==> src/rtl/counter_step_scheduler.sv <==
`default_nettype none
// ============================================================================
// Module   : counter_step_scheduler
// Purpose  : Round-robin scheduler sharing one up/down step counter among
//            NREQ burst requesters; bursts stop at 0 / 2^WIDTH-1 (no wrap).
// Options  : COUNTER_SCHED_ASSERT_EN embeds concurrent SVA checks.
// Revision : 1.0  initial release
// ============================================================================
module counter_step_scheduler #(
  parameter int NREQ  = 4,
  parameter int WIDTH = 8,
  parameter int LENW  = 4
) (
  input  logic                 clk,
  input  logic                 reset_n,
  input  logic [NREQ-1:0]      req,
  input  logic [NREQ-1:0]      dir,
  input  logic [NREQ*LENW-1:0] len,
  input  logic                 clr,
  input  logic [WIDTH-1:0]     cnt,
  output logic                 ctr_reset,
  output logic                 up,
  output logic                 down,
  output logic [NREQ-1:0]      gnt,
  output logic                 busy,
  output logic                 done,
  output logic                 sat,
  output logic                 aborted
);

  localparam int                c_PTRW     = (NREQ > 1) ? $clog2(NREQ) : 1;
  localparam logic [c_PTRW-1:0] c_PTR_LAST = c_PTRW'(NREQ - 1);
  localparam logic [LENW-1:0]   c_REM_ONE  = LENW'(1);
  localparam logic [0:0]        c_IDLE     = 1'b0;
  localparam logic [0:0]        c_RUN      = 1'b1;

  logic [0:0]        r_state;
  logic              r_cur_dir;
  logic [LENW-1:0]   r_remaining;
  logic [c_PTRW-1:0] r_rr_ptr;
  logic [NREQ-1:0]   r_gnt;
  logic              r_done;
  logic              r_sat;
  logic              r_aborted;
  logic              r_ctr_reset;

  logic [0:0]        w_state_nxt;
  logic              w_cur_dir_nxt;
  logic [LENW-1:0]   w_remaining_nxt;
  logic [c_PTRW-1:0] w_rr_ptr_nxt;
  logic [NREQ-1:0]   w_gnt_nxt;
  logic              w_done_nxt;
  logic              w_sat_nxt;
  logic              w_aborted_nxt;
  logic              w_ctr_reset_nxt;

  logic              w_any_req;
  logic [c_PTRW-1:0] w_sel;
  logic              w_up;
  logic              w_down;
  logic              w_busy;

  // Circular priority search: lowest offset from r_rr_ptr wins, so the loop
  // runs from the far end and lets nearer requesters overwrite the choice.
  always_comb begin
    int idx;
    idx       = 0;
    w_any_req = 1'b0;
    w_sel     = '0;
    for (int k = NREQ - 1; k >= 0; k--) begin
      idx = int'(r_rr_ptr) + k;
      if (idx >= NREQ) idx = idx - NREQ;
      if (req[idx]) begin
        w_any_req = 1'b1;
        w_sel     = c_PTRW'(idx);
      end
    end
  end

  // State register and registered pulse outputs
  always_ff @(posedge clk or negedge reset_n) begin
    if (!reset_n) begin
      r_state     <= c_IDLE;
      r_cur_dir   <= 1'b0;
      r_remaining <= '0;
      r_rr_ptr    <= '0;
      r_gnt       <= '0;
      r_done      <= 1'b0;
      r_sat       <= 1'b0;
      r_aborted   <= 1'b0;
      r_ctr_reset <= 1'b0;
    end else begin
      r_state     <= w_state_nxt;
      r_cur_dir   <= w_cur_dir_nxt;
      r_remaining <= w_remaining_nxt;
      r_rr_ptr    <= w_rr_ptr_nxt;
      r_gnt       <= w_gnt_nxt;
      r_done      <= w_done_nxt;
      r_sat       <= w_sat_nxt;
      r_aborted   <= w_aborted_nxt;
      r_ctr_reset <= w_ctr_reset_nxt;
    end
  end

  // Next-state logic. The edge that issues the final step already returns to
  // IDLE so done lands one cycle after the last step.
  always_comb begin
    w_state_nxt     = r_state;
    w_cur_dir_nxt   = r_cur_dir;
    w_remaining_nxt = r_remaining;
    w_rr_ptr_nxt    = r_rr_ptr;
    w_gnt_nxt       = '0;
    w_done_nxt      = 1'b0;
    w_sat_nxt       = 1'b0;
    w_aborted_nxt   = 1'b0;
    w_ctr_reset_nxt = 1'b0;
    if (clr) begin
      w_state_nxt     = c_IDLE;
      w_remaining_nxt = '0;
      w_ctr_reset_nxt = 1'b1;
      if (r_state == c_RUN) begin
        w_done_nxt    = 1'b1;
        w_aborted_nxt = 1'b1;
      end
    end else begin
      case (r_state)
        c_IDLE: begin
          if (w_any_req) begin
            w_state_nxt      = c_RUN;
            w_cur_dir_nxt    = dir[w_sel];
            w_remaining_nxt  = len[int'(w_sel)*LENW +: LENW];
            w_rr_ptr_nxt     = (w_sel == c_PTR_LAST) ? '0 : w_sel + 1'b1;
            w_gnt_nxt[w_sel] = 1'b1;
          end
        end
        c_RUN: begin
          if (r_remaining == '0) begin
            w_state_nxt = c_IDLE;
            w_done_nxt  = 1'b1;
          end else if (!w_up && !w_down) begin
            // Steps still owed but the counter sits at the limit in our direction
            w_state_nxt     = c_IDLE;
            w_remaining_nxt = '0;
            w_done_nxt      = 1'b1;
            w_sat_nxt       = 1'b1;
          end else begin
            w_remaining_nxt = r_remaining - 1'b1;
            if (r_remaining == c_REM_ONE) begin
              w_state_nxt = c_IDLE;
              w_done_nxt  = 1'b1;
            end
          end
        end
        default: w_state_nxt = c_IDLE;
      endcase
    end
  end

  // Combinational outputs
  always_comb begin
    w_busy = (r_state == c_RUN);
    w_up   = w_busy &  r_cur_dir & (r_remaining != '0) & (cnt != '1);
    w_down = w_busy & ~r_cur_dir & (r_remaining != '0) & (cnt != '0);
  end

  assign up        = w_up;
  assign down      = w_down;
  assign busy      = w_busy;
  assign gnt       = r_gnt;
  assign done      = r_done;
  assign sat       = r_sat;
  assign aborted   = r_aborted;
  assign ctr_reset = r_ctr_reset;

`ifdef COUNTER_SCHED_ASSERT_EN
  
  

  
  
  
  
  
  

  for (genvar gi = 0; gi < NREQ; gi++) begin : g_req_stable
    
  end
`else
`endif

endmodule
`default_nettype wire

==> config.mk <==
export PLATFORM = sky130hd
export DESIGN_NAME = counter_step_scheduler
export DESIGN_NICKNAME = d
export VERILOG_FILES = /design/src/rtl/counter_step_scheduler.sv
export SDC_FILE = /design/constraint.sdc
export NUM_CORES = 1
export LEC_CHECK = 0
export ABC_AREA = 0
export CAP_MARGIN = 20
export CORE_MARGIN = 8
export CORE_UTILIZATION = 39
export DETAILED_ROUTE_END_ITERATION = 7
export GPL_TIMING_DRIVEN = 0
export PLACE_DENSITY = 0.75
export SKIP_CTS_REPAIR_TIMING = 1
export SLEW_MARGIN = 20
export SYNTH_ARGS = -nofsm -noshare
export SYNTH_HDL_FRONTEND = slang
export SYNTH_SLANG_ARGS = --single-unit
==> constraint.sdc <==
create_clock -name clk -period 1.8 [get_ports clk]
set_input_delay 0.36 -clock clk [delete_from_list [all_inputs] [get_ports clk]]
set_output_delay 0.36 -clock clk [all_outputs]
set_load 0.03 [all_outputs]
[Word level (Yosys, flattened, before mapping)]
Index checks and enable logic that the tools add are counted.
Widths: inputs -> output; s select.
Operators by class
  add/sub/neg operators: 9
  multipliers: 0
  divide/modulo/power cells: 0
  $lt $le $gt $ge: 10
  equal/unequal tests: 5
  shift operators: 1
  multiplexer cells: 55
  bitwise operators: 9
  reduce and logical (&&, ||, !) cells: 9
Operator list (number)
  $lt 32x4->1 const B: 4
  $mux 32: 4
  $mux 1: 31
  $mux 4: 7
  $shiftx 16x5->4: 1
  $sub 3x3->4 const B: 3
  $bmux 1 s2: 5
  $mux 2: 5
  $ge 3x3->1 const B: 3
  $ne 8x8->1 const B: 1
  $pmux 4 s2: 1
  $reduce_bool 8->1: 1
  $add 2x2->3 const B: 2
  $and 1x1->1: 6
  $ne 3x3->1 const B: 2
  $eq 4x1->1 const B: 1
  $logic_not 4->1: 1
  $reduce_bool 4->1: 1
  $sub 2x3->4 const B: 1
  $sub 4x1->4 const B: 1
  $add 2x1->3 const B: 1
  $ge 2x3->1 const B: 1
  $lt 2x3->1 const B: 1
  $not 1->1: 3
  9 further kinds: 11
Word-level totals
  flip-flop bits (word level): 16
  bits in latches: 0
  memory bits (writable): 0
  memory bits (read-only): 0
  input bits: 35
  output and inout bits: 11
  word-level logic and storage cells: 107
  memories kept: 0

[Depth between registers and ports, before layout]
Gate-level depths: netlist of run 1.
  word-level depth: 17
  depth in mapped cells: 8
  depth with buffers taken out: 7

[Least setup slack after synthesis of run 1]
No wires, ideal clock.
  path type: register to output
  from: reg r_remaining[0]
  to: out down
  arrival time: 1585 ps
  required time: 1440 ps
  setup slack: -145 ps
  cell stages (with the launch flop): 6
  path buffers: 0
  cell sequence: dfrtp_1 -> inv_1 -> ha_1 -> or3b_2 -> nand2_1 -> nor3_1
Between the ends
  cells in the longest elaborated chain, start to end: 3
RTL lines
  from (decl): line 39  | logic [LENW-1:0] r_remaining;
  from (signal assigned): line 95  | r_remaining <= w_remaining_nxt;
  $reduce_bool 4->1: line 163  | w_down = w_busy & ~r_cur_dir & (r_remaining != '0) & (cnt != '0);
  $and 1x1->1 (2 in a row): line 163
  to (decl): line 23  | output logic down,
Every way passes these cells.

[Worst setup path in the final report of run 1]
  from: reg r_remaining[0]
  to: out up
Between the ends
  cells in the longest elaborated chain, start to end: 3
RTL lines
  $reduce_bool 4->1: line 162  | w_up = w_busy & r_cur_dir & (r_remaining != '0) & (cnt != '1);
  $and 1x1->1 (2 in a row): line 162
  to (decl): line 22  | output logic up,
Every way passes these cells.

==> out/qor.txt, run 1 <==
status -> complete, but fails checks
failing checks -> negative setup slack
count of warnings emitted by yosys -> 0
Hold Path Stages -> 1
Clock Sinks -> 16
prevailing post-synth register cell -> dfrtp_1
ANT nets after route -> 0
Seq/Total Area, Yosys -> 0.335
num ports -> 46
Final Hold Fails -> 0
Cell Area, Synth -> 1190 um^2
worst-case clock buffer depth -> 2
pwr dens -> 1090 nW/um^2
type of origin of the critical path -> flop
initial core utilization -> 0.401
Max Slew Vio Count -> 0
Inserted Clock Buffers -> 3
clk_skew -> 0.0116 ns
Req. time, crit path -> 1.44 ns
Clk network pwr share -> 0.107
Yosys top cell area share -> 0.335
diode count -> 0
Port Buffers -> 45
clock slew at reported path FFs -> 0.11 ns
largest net degree at the start of global routing -> 17
largest cells by area after synthesis -> dfrtp_1 (34%), ha_1 (4.2%), mux2i_1 (4.2%)
switching portion of total power -> 0.432
Hold Path Class -> in2reg
vias per std cell -> 5.83
Total Die Area -> 5090 um^2
Filler Cell Count -> 216
antenna violations before repair -> 0
H-tree Lvls -> 1
post-synth cell types -> 44
starting DRC count in detailed routing -> 65
Final GP Congestion -> 0.758
vias in the first global route -> 1216
data arrival time of the critical path -> 1.63 ns
Synth area leader -> dfrtp_1
Seq pwr share -> 0.245
Max IR drop VDD -> 728 uV
Core Area -> 2980 um^2
first-pass GRT wire length -> 5550 um
Syn Area/Cell -> 9.40 um^2
WHS Endpoint -> ctr_reset
post-DP HPWL -> 2720 um
fmax -> 503 MHz
worst reg2reg startpoint -> r_rr_ptr[1]
Die X -> 71.3 um
FF-to-FF End -> r_cur_dir
net switching power -> 0.995 mW
Final nets -> 231
EDFF count, synth -> 0
internal power component -> 1.31 mW
final setup vio count -> 3
gr usage total -> 0.132
Area growth, synth to finish -> 77.6%
CTS tree -> done
DR vias -> 1305
#FFs+latches synth -> 16
clk_lat worst skew -> 0.29 ns
Lkg Pwr -> 0.933 nW
Worst Tran Pin Value -> 0.753 ns
relative slew slack -> 0.496
Final min period -> 1.99 ns
Gate Count Post-Synth -> 127
Power Total -> 2.30 mW
Setup CP Type -> reg2out
drt total wl -> 4000 um
R2R depth -> 8
Pre-antenna DRT Iters -> 4
height of the chip -> 71.3 um
final worst setup slack -> -0.189 ns
hold path startpoint -> clr
routed len/inst -> 17.9 um
reg2reg setup slack -> 0 ns
Setup crit end kind -> output pin
row count -> 20
Min Hold Slack -> 0.369 ns
Worst Setup SP -> r_remaining[0]
RSZ-0062 raised after global routing -> yes
Max FO, Critical Path -> 3
async set-reset flop share out of synthesis -> 1.00
GRT Residual Overflow -> 0
Comb pwr share -> 0.648
fraction of layout cells with a size suffix above 1 -> 0.377
Residual DRC -> 0
number of max-cap violations -> 0
CTS root buf -> clkbuf_4
part of the cycle the worst path needs -> 1.11
syn_nets -> 166
==> worst max path at each step <==
stage,end,slack [ns],depth (start not counted)
CTS,down,-0.81,6
floorplan,r_remaining[2],0.02,7
global placement,down,-0.71,5
global route,down,-0.23,6
finish,up,-0.19,6
detailed placement,down,-0.73,5
==> kinds of logic after synthesis <==
kind of cell,count (synthesis),synth area share
flip-flops,16,0.335
buffers and inverters,10,0.0461
multiplexers,6,0.0514
AND/OR/NAND/NOR,60,0.283
adder cells (fa/ha/maj),4,0.0419
AO/OA/AOI/OAI,31,0.242
==> worst max-delay path, stage by stage, from the launching register on <==
cell and delay [ns]:
dfrtp_1 0.42, inv_2 0.10, ha_4 0.14, or3b_4 0.39, nand2_4 0.08, nor3_2 0.04
buf_4 0.17
==> flip-flops by register name (all words and copies together) (netlist names) <==
name         flops
busy             1
sat              1
ctr_reset        1
done             1
r_rr_ptr         2
r_remaining      4
aborted          1
r_cur_dir        1
gnt              4
==> power groups by stage <==
stage	clock (mW)	sequential [mW]	combinational, mW
floorplan	0	0.589	0.679
global placement	0	0.544	0.997
detailed placement	0	0.548	1.04
CTS	0.248	0.542	1.04
global route	0.262	0.572	1.59
finish	0.246	0.565	1.49
==> final cells by class <==
| cell class | instances | area [um^2] | share of cell area |
|---|---|---|---|
| Timing Repair Buffer | 60 | 602 | 0.284 |
| Buffer | 5 | 41.3 | 0.0195 |
| Tap cell | 33 | 41.3 | 0.0195 |
| Clock buffer | 4 | 36.3 | 0.0171 |
| Multi-Input combinational cell | 101 | 978 | 0.462 |
| Inverter | 5 | 18.8 | 0.00885 |
| Sequential cell | 16 | 402 | 0.189 |
==> routing by layer <==
layer | GRT usage | part of all wire | vias to the layer above
met2 | 0.232 | 0.51 | 51
met3 | 0.0349 | 0.064 | 6
met5 | 0 | 0 | -
met4 | 0.0624 | 0.017 | 0
li1 | - | - | 614
met1 | 0.144 | 0.41 | 634
==> Yosys cell counts (all sizes together), types with 3 or more instances <==
master  instances
a211oi          3
a21oi           4
a221oi          4
and2            4
buf             4
dfrtp          16
ha              4
inv             5
mux2i           5
nand2          14
nand2b          5
nor2           12
nor3            7
nor4            5
o221ai          3
==> cell usage in the layout, fill, tap and decap left out, types with 3 or more instances in the layout <==
| cell type | count |
|---|---|
| nor3_4 | 3 |
| buf_4 | 14 |
| clkdlybuf4s50_1 | 30 |
| inv_2 | 4 |
| a221oi_2 | 3 |
| a21oi_1 | 4 |
| a211oi_2 | 3 |
| dlymetal6s2s_1 | 13 |
| clkbuf_4 | 3 |
| dfrtp_1 | 15 |
| nor2_1 | 9 |
| mux2i_1 | 4 |
| nand2_1 | 11 |
| nor4_2 | 3 |
| and2_1 | 4 |
| nand2b_1 | 3 |
| o221ai_1 | 3 |
| buf_6 | 4 |
==> per-stage QoR <==
step | instance area [um^2] | std cells | setup WS (ns) | util | setup TNS, ns
after global routing | 2120 | 224 | -0.230 | 0.712 | -0.715
final | 2120 | 224 | -0.189 | 0.712 | -0.377
after floorplan | 1200 | 127 | 0.0191 | - | 0
after CTS | 1730 | 209 | -0.806 | 0.582 | -2.90
after detailed placement | 1700 | 205 | -0.733 | 0.569 | -6.08
after global placement | 1700 | 205 | -0.714 | 0.569 | -5.45
Note: power is estimated with default switching activity, not from simulation.
==> run 2: changes to the inputs <==
--- a/config.mk
+++ b/config.mk
@@ -11,7 +11,7 @@
 export CORE_UTILIZATION = 39
 export DETAILED_ROUTE_END_ITERATION = 7
 export GPL_TIMING_DRIVEN = 0
-export PLACE_DENSITY = 0.75
+export PLACE_DENSITY_LB_ADDON = 0.1
 export SKIP_CTS_REPAIR_TIMING = 1
 export SLEW_MARGIN = 20
 export SYNTH_ARGS = -nofsm -noshare
==> run 2 against run 1 <==
Effect of this change: the flow still finishes with violations (negative setup slack); global-route usage increased by 0.11 points; clock power about the same; final cell count unchanged; hold slack improved by 0.0015 ns; final area decreased by 0.94%; clock skew decreased by 0.0074 ns; combinational power about the same; flip-flop and latch count unchanged.
==> out/qor.txt, run 2 (synthesis results as in run 1) <==
status -> complete, but fails checks
failing checks -> negative setup slack
slowest stage delay, CP -> 0.41 ns (about the same)
final setup vio count -> 5 (+2)
final worst setup slack -> -0.209 ns (-0.0196 ns)
final instance area -> 2100 um^2 (-0.94%)
routed len/inst -> 17.3 um (-3.0%)
vias in the first global route -> 1238 (+1.8%)
Core Area -> 2980 um^2 (unchanged)
Min Hold Slack -> 0.371 ns (+0.00155 ns)
Residual DRC -> 0 (unchanged)
Port Buffers -> 45 (unchanged)
diode count -> 0 (unchanged)
worst reg2reg startpoint -> r_rr_ptr[0]
GRT Residual Overflow -> 0 (unchanged)
Final GP Congestion -> 0.791 (+4.4%)
register area -> 402 um^2 (unchanged)
RSZ-0062 raised after global routing -> yes
clk_skew -> 0.00421 ns (-0.00742 ns)
Power Total -> 2.26 mW (-1.7%)
Pre-antenna DRT Iters -> 4 (unchanged)
Lkg Pwr -> 0.922 nW (-1.2%)
Clock Sinks -> 16 (unchanged)
drt total wl -> 3880 um (-3.0%)
Setup crit end kind -> output pin
starting DRC count in detailed routing -> 35 (-46%)
initial core utilization -> 0.401 (unchanged)
CTS root buf -> clkbuf_4
clk_lat worst skew -> 0.29 ns (about the same)
Area growth, synth to finish -> 75.9%
Filler Cell Count -> 217 (+0.46%)
Hold Path Class -> in2reg
post-DP HPWL -> 2710 um (-0.46%)
antenna violations before repair -> 0 (unchanged)
gr usage total -> 0.133 (+0.00112)
delay-heaviest family, CP -> simple AND/OR/NAND/NOR gates
Inserted Clock Buffers -> 3 (unchanged)
Worst Tran Pin Value -> 0.740 ns (-0.0138 ns)
ANT nets after route -> 0 (unchanged)
slowest stage cell, crit path -> dfrtp_1
DP Area -> 1700 um^2 (unchanged)
Max IR drop VDD -> 772 uV (+6.0%)
hold path startpoint -> clr
Final min period -> 2.01 ns (+0.0196 ns)
vias per std cell -> 5.83 (unchanged)
row count -> 20 (unchanged)
Multi-input gate area -> 952 um^2 (-2.7%)
num ports -> 46 (unchanged)
relative slew slack -> 0.503 (+0.00695)
DR vias -> 1305 (unchanged)
pwr dens -> 1080 nW/um^2 (-0.77%)
Max FO, Critical Path -> 4 (+1)
fraction of layout cells with a size suffix above 1 -> 0.372 (-0.00524)
fmax -> 498 MHz (-0.98%)
critical path, cell by cell -> inv_2 > ha_4 > or3b_4 > nand2_4 > nor3_2 > buf_4
clock slew at reported path FFs -> 0.10 ns (about the same)
CTS tree -> done
data arrival time of the critical path -> 1.65 ns (+0.02 ns)
most common cell after layout, fill and taps aside -> clkdlybuf4s50_1
Max Slew Vio Count -> 0 (unchanged)
Final nets -> 231 (unchanged)
Final Util -> 0.705 (-0.00672)
H-tree Lvls -> 1 (unchanged)
most frequent cells in the layout -> clkdlybuf4s50_1 (31), dfrtp_1 (15), buf_4 (13), dlymetal6s2s_1 (12), nand2_1 (11)
WP buf/inv -> 2 (unchanged)
Fin Setup TNS -> -0.491 ns (-0.114 ns)
Total Die Area -> 5090 um^2 (unchanged)
type of origin of the critical path -> flop
Worst Setup SP -> r_remaining[1]
number of max-cap violations -> 0 (unchanged)
height of the chip -> 71.3 um (unchanged)
Final Hold Fails -> 0 (unchanged)
Die X -> 71.3 um (unchanged)
worst-case clock buffer depth -> 2 (unchanged)
Req. time, crit path -> 1.44 ns (about the same)
largest net degree at the start of global routing -> 17 (unchanged)
part of the cycle the worst path needs -> 1.12 (+0.0109)
Setup CP Type -> reg2out
first-pass GRT wire length -> 5690 um (+2.5%)
[run 2: where the power goes]
group          total (mW)  switching, mW  internal (mW)
registers           0.554         0.0957          0.459
clock network       0.248          0.125          0.123
logic                1.46          0.751          0.710
[run 2: worst paths after layout]
path	end	cells after the start	slack (ns)
worst min-delay path	ctr_reset	1	0.37
worst max-delay path	down	6	-0.21
worst min register to register	r_remaining[1]	2	0.61
min in group asynchronous	done	1	0.49
max in group asynchronous	r_rr_ptr[0]	1	0.81
worst max register to register	r_rr_ptr[1]	7	-0.04
[run 2: worst register-to-register path: stages (launching register included)]
cell and delay (ns):
dfrtp_2 0.44, buf_4 0.14, nand2b_4 0.06, a211o_4 0.40, nand2_4 0.11, inv_2 0.07, ha_1 0.27, mux2_2 0.26
[run 2: layer usage]
layer | wire [um] | track usage | vias up
li1 | - | - | 612
met1 | 1540 | 0.162 | 616
met2 | 1910 | 0.226 | 64
met3 | 306 | 0.0279 | 13
met4 | 127 | 0.0462 | 0
met5 | 0 | 0 | -
[run 2: layout make-up]
cell class,instances,share of cell area
multi-input cells,101,0.454
inverters,5,0.00894
clock buffers,4,0.0173
flip-flops and latches,16,0.191
plain buffers,5,0.0179
repair buffers,60,0.291
well taps,33,0.0197
[run 2: through the flow]
stage,setup WS [ns],cells
2_1_floorplan,0.0191,127
3_3_place_gp,-0.717,205
3_5_place_dp,-0.738,205
4_1_cts,-0.818,209
5_1_grt,-0.275,224
6_report,-0.209,224
==> run 3: changes to the inputs <==
--- a/config.mk
+++ b/config.mk
@@ -10,10 +10,10 @@
 export CORE_MARGIN = 8
 export CORE_UTILIZATION = 39
 export DETAILED_ROUTE_END_ITERATION = 7
-export GPL_TIMING_DRIVEN = 0
 export PLACE_DENSITY_LB_ADDON = 0.1
 export SKIP_CTS_REPAIR_TIMING = 1
 export SLEW_MARGIN = 20
 export SYNTH_ARGS = -nofsm -noshare
 export SYNTH_HDL_FRONTEND = slang
 export SYNTH_SLANG_ARGS = --single-unit
+export TNS_END_PERCENT = 5
==> run 3 against run 2 <==
Effect of this change: the flow still finishes with violations (negative setup slack); clock-buffer cell count unchanged; fmax increased by 2.2%; global-route usage increased by 0.44 points; final area decreased by 1.4%; die area unchanged; power decreased by 6.0%; sequential share of layout area increased by 0.28 points; non-clock buffer count increased by 12; final cell count increased by 5.4%; flip-flop and latch count unchanged; wire length decreased by 9.4%; first-iteration DRC count increased by 2.9%.
==> out/qor.txt, run 3 (synthesis results as in run 1) <==
data arrival time of the critical path -> 1.60 ns (-0.05 ns)
Residual DRC -> 0 (unchanged)
diode count -> 0 (unchanged)
row count -> 20 (unchanged)
drt total wl -> 3520 um (-9.4%)
final worst setup slack -> -0.165 ns (+0.0440 ns)
Max FO, Critical Path -> 2 (-2)
Max Slew Vio Count -> 0 (unchanged)
antenna violations before repair -> 0 (unchanged)
Port Buffers -> 45 (unchanged)
Final min period -> 1.96 ns (-0.0440 ns)
starting DRC count in detailed routing -> 36 (+2.9%)
most common cell after layout, fill and taps aside -> clkdlybuf4s50_1
critical path, cell by cell -> inv_2 > ha_1 > or3b_4 > nand2_4 > nor3_1 > buf_4
Final Util -> 0.695 (-0.0101)
CTS tree -> done
Max IR drop VDD -> 519 uV (-33%)
clock slew at reported path FFs -> 0.10 ns (about the same)
first-pass GRT wire length -> 5870 um (+3.1%)
routed len/inst -> 14.9 um (-14%)
gr usage total -> 0.138 (+0.00445)
status -> complete, but fails checks
GRT Residual Overflow -> 0 (unchanged)
post-DP HPWL -> 2870 um (+6.0%)
slowest stage cell, crit path -> dfrtp_1
Lkg Pwr -> 0.957 nW (+3.8%)
clk_skew -> 0.00158 ns (-0.00262 ns)
register area -> 402 um^2 (unchanged)
fmax -> 509 MHz (+2.2%)
largest net degree at the start of global routing -> 17 (unchanged)
Final nets -> 243 (+5.2%)
ANT nets after route -> 0 (unchanged)
Core Area -> 2980 um^2 (unchanged)
Multi-input gate area -> 830 um^2 (-13%)
fraction of layout cells with a size suffix above 1 -> 0.345 (-0.0269)
placed insts -> 231 (+13%)
Clock Sinks -> 16 (unchanged)
Hold Path Class -> in2async
Inserted Clock Buffers -> 3 (unchanged)
height of the chip -> 71.3 um (unchanged)
num ports -> 46 (unchanged)
Total Die Area -> 5090 um^2 (unchanged)
final setup vio count -> 6 (+1)
Req. time, crit path -> 1.44 ns (about the same)
RSZ-0062 raised after global routing -> yes
number of max-cap violations -> 0 (unchanged)
worst-case clock buffer depth -> 2 (unchanged)
pwr dens -> 1030 nW/um^2 (-4.7%)
Final GP Congestion -> 0.865 (+9.3%)
Setup crit end kind -> output pin
failing checks -> negative setup slack
type of origin of the critical path -> flop
clk_lat worst skew -> 0.29 ns (about the same)
Filler Cell Count -> 229 (+5.5%)
DR vias -> 1279 (-2.0%)
Final Hold Fails -> 0 (unchanged)
Die X -> 71.3 um (unchanged)
relative slew slack -> 0.700 (+0.196)
WP buf/inv -> 2 (unchanged)
part of the cycle the worst path needs -> 1.09 (-0.0245)
H-tree Lvls -> 1 (unchanged)
initial core utilization -> 0.401 (unchanged)
vias per std cell -> 5.42 (-7.0%)
slowest stage delay, CP -> 0.40 ns (about the same)
vias in the first global route -> 1334 (+7.8%)
CTS root buf -> clkbuf_4
most frequent cells in the layout -> clkdlybuf4s50_1 (32), buf_4 (31), dfrtp_1 (15)
Area growth, synth to finish -> 73.4%
Worst Tran Pin Value -> 0.439 ns (-0.300 ns)
Pre-antenna DRT Iters -> 4 (unchanged)
delay-heaviest family, CP -> simple AND/OR/NAND/NOR gates
number of cells in the finished layout apart from fillers -> 236 (+5.4%)
Setup CP Type -> reg2out
-- run 3: cell count changes in the layout (fill, tap and decap cells not counted), sizes merged --
cell           before  now
dlymetal6s2s       12   11
buf                21   34
clkbuf              5    4
clkdlybuf4s50      31   32
-- run 3: path summary, 6_finish.rpt --
check                                from  slack (ns)  depth (start not counted)             end
setup / recovery           r_remaining[0]       -0.16                          6              up
hold / removal                    reset_n        0.38                          2          gnt[0]
setup reg to reg           r_remaining[0]       -0.08                          7  r_remaining[3]
hold reg to reg            r_remaining[0]        0.65                          3  r_remaining[0]
max in group asynchronous         reset_n        1.23                          2     r_rr_ptr[0]
min in group clk                      clr        0.65                          1       ctr_reset
-- run 3: layout make-up --
| class | instances | area share |
|---|---|---|
| multi-input combinational | 101 | 0.401 |
| tap | 33 | 0.0200 |
| inverter | 5 | 0.00907 |
| timing repair buffer | 77 | 0.359 |
| clock buffer | 4 | 0.0175 |
| sequential | 16 | 0.194 |
-- run 3: metal layers --
| metal | share of wire | routed length [um] | vias to the layer above | track usage |
|---|---|---|---|---|
| met3 | 0.059 | 207 | 4 | 0.0293 |
| li1 | - | - | 639 | - |
| met4 | 0.013 | 47 | 0 | 0.0485 |
| met1 | 0.43 | 1530 | 597 | 0.158 |
| met5 | 0 | 0 | - | 0 |
| met2 | 0.49 | 1740 | 39 | 0.244 |
-- run 3: where the power goes --
| part | leakage, nW | switching (mW) | total (mW) | internal, mW |
|---|---|---|---|---|
| logic | 0.731 | 0.650 | 1.33 | 0.678 |
| registers | 0.205 | 0.0980 | 0.557 | 0.459 |
| clock network | 0.0210 | 0.118 | 0.241 | 0.123 |
| total | 0.957 | 0.866 | 2.13 | 1.26 |
-- run 3: metrics by stage --
stage	hold slack, ns	power (mW)	cell area (um^2)	setup TNS [ns]	worst slack (ns)
floorplan	0.0644	1.26	1200	-0.125	-0.121
global placement	0.631	1.76	1900	-4.91	-0.648
detailed placement	0.644	1.78	1900	-4.76	-0.675
CTS	0.387	2.03	1930	-2.02	-0.724
global route	0.405	2.28	2070	-1.04	-0.230
finish	0.382	2.13	2070	-0.461	-0.165
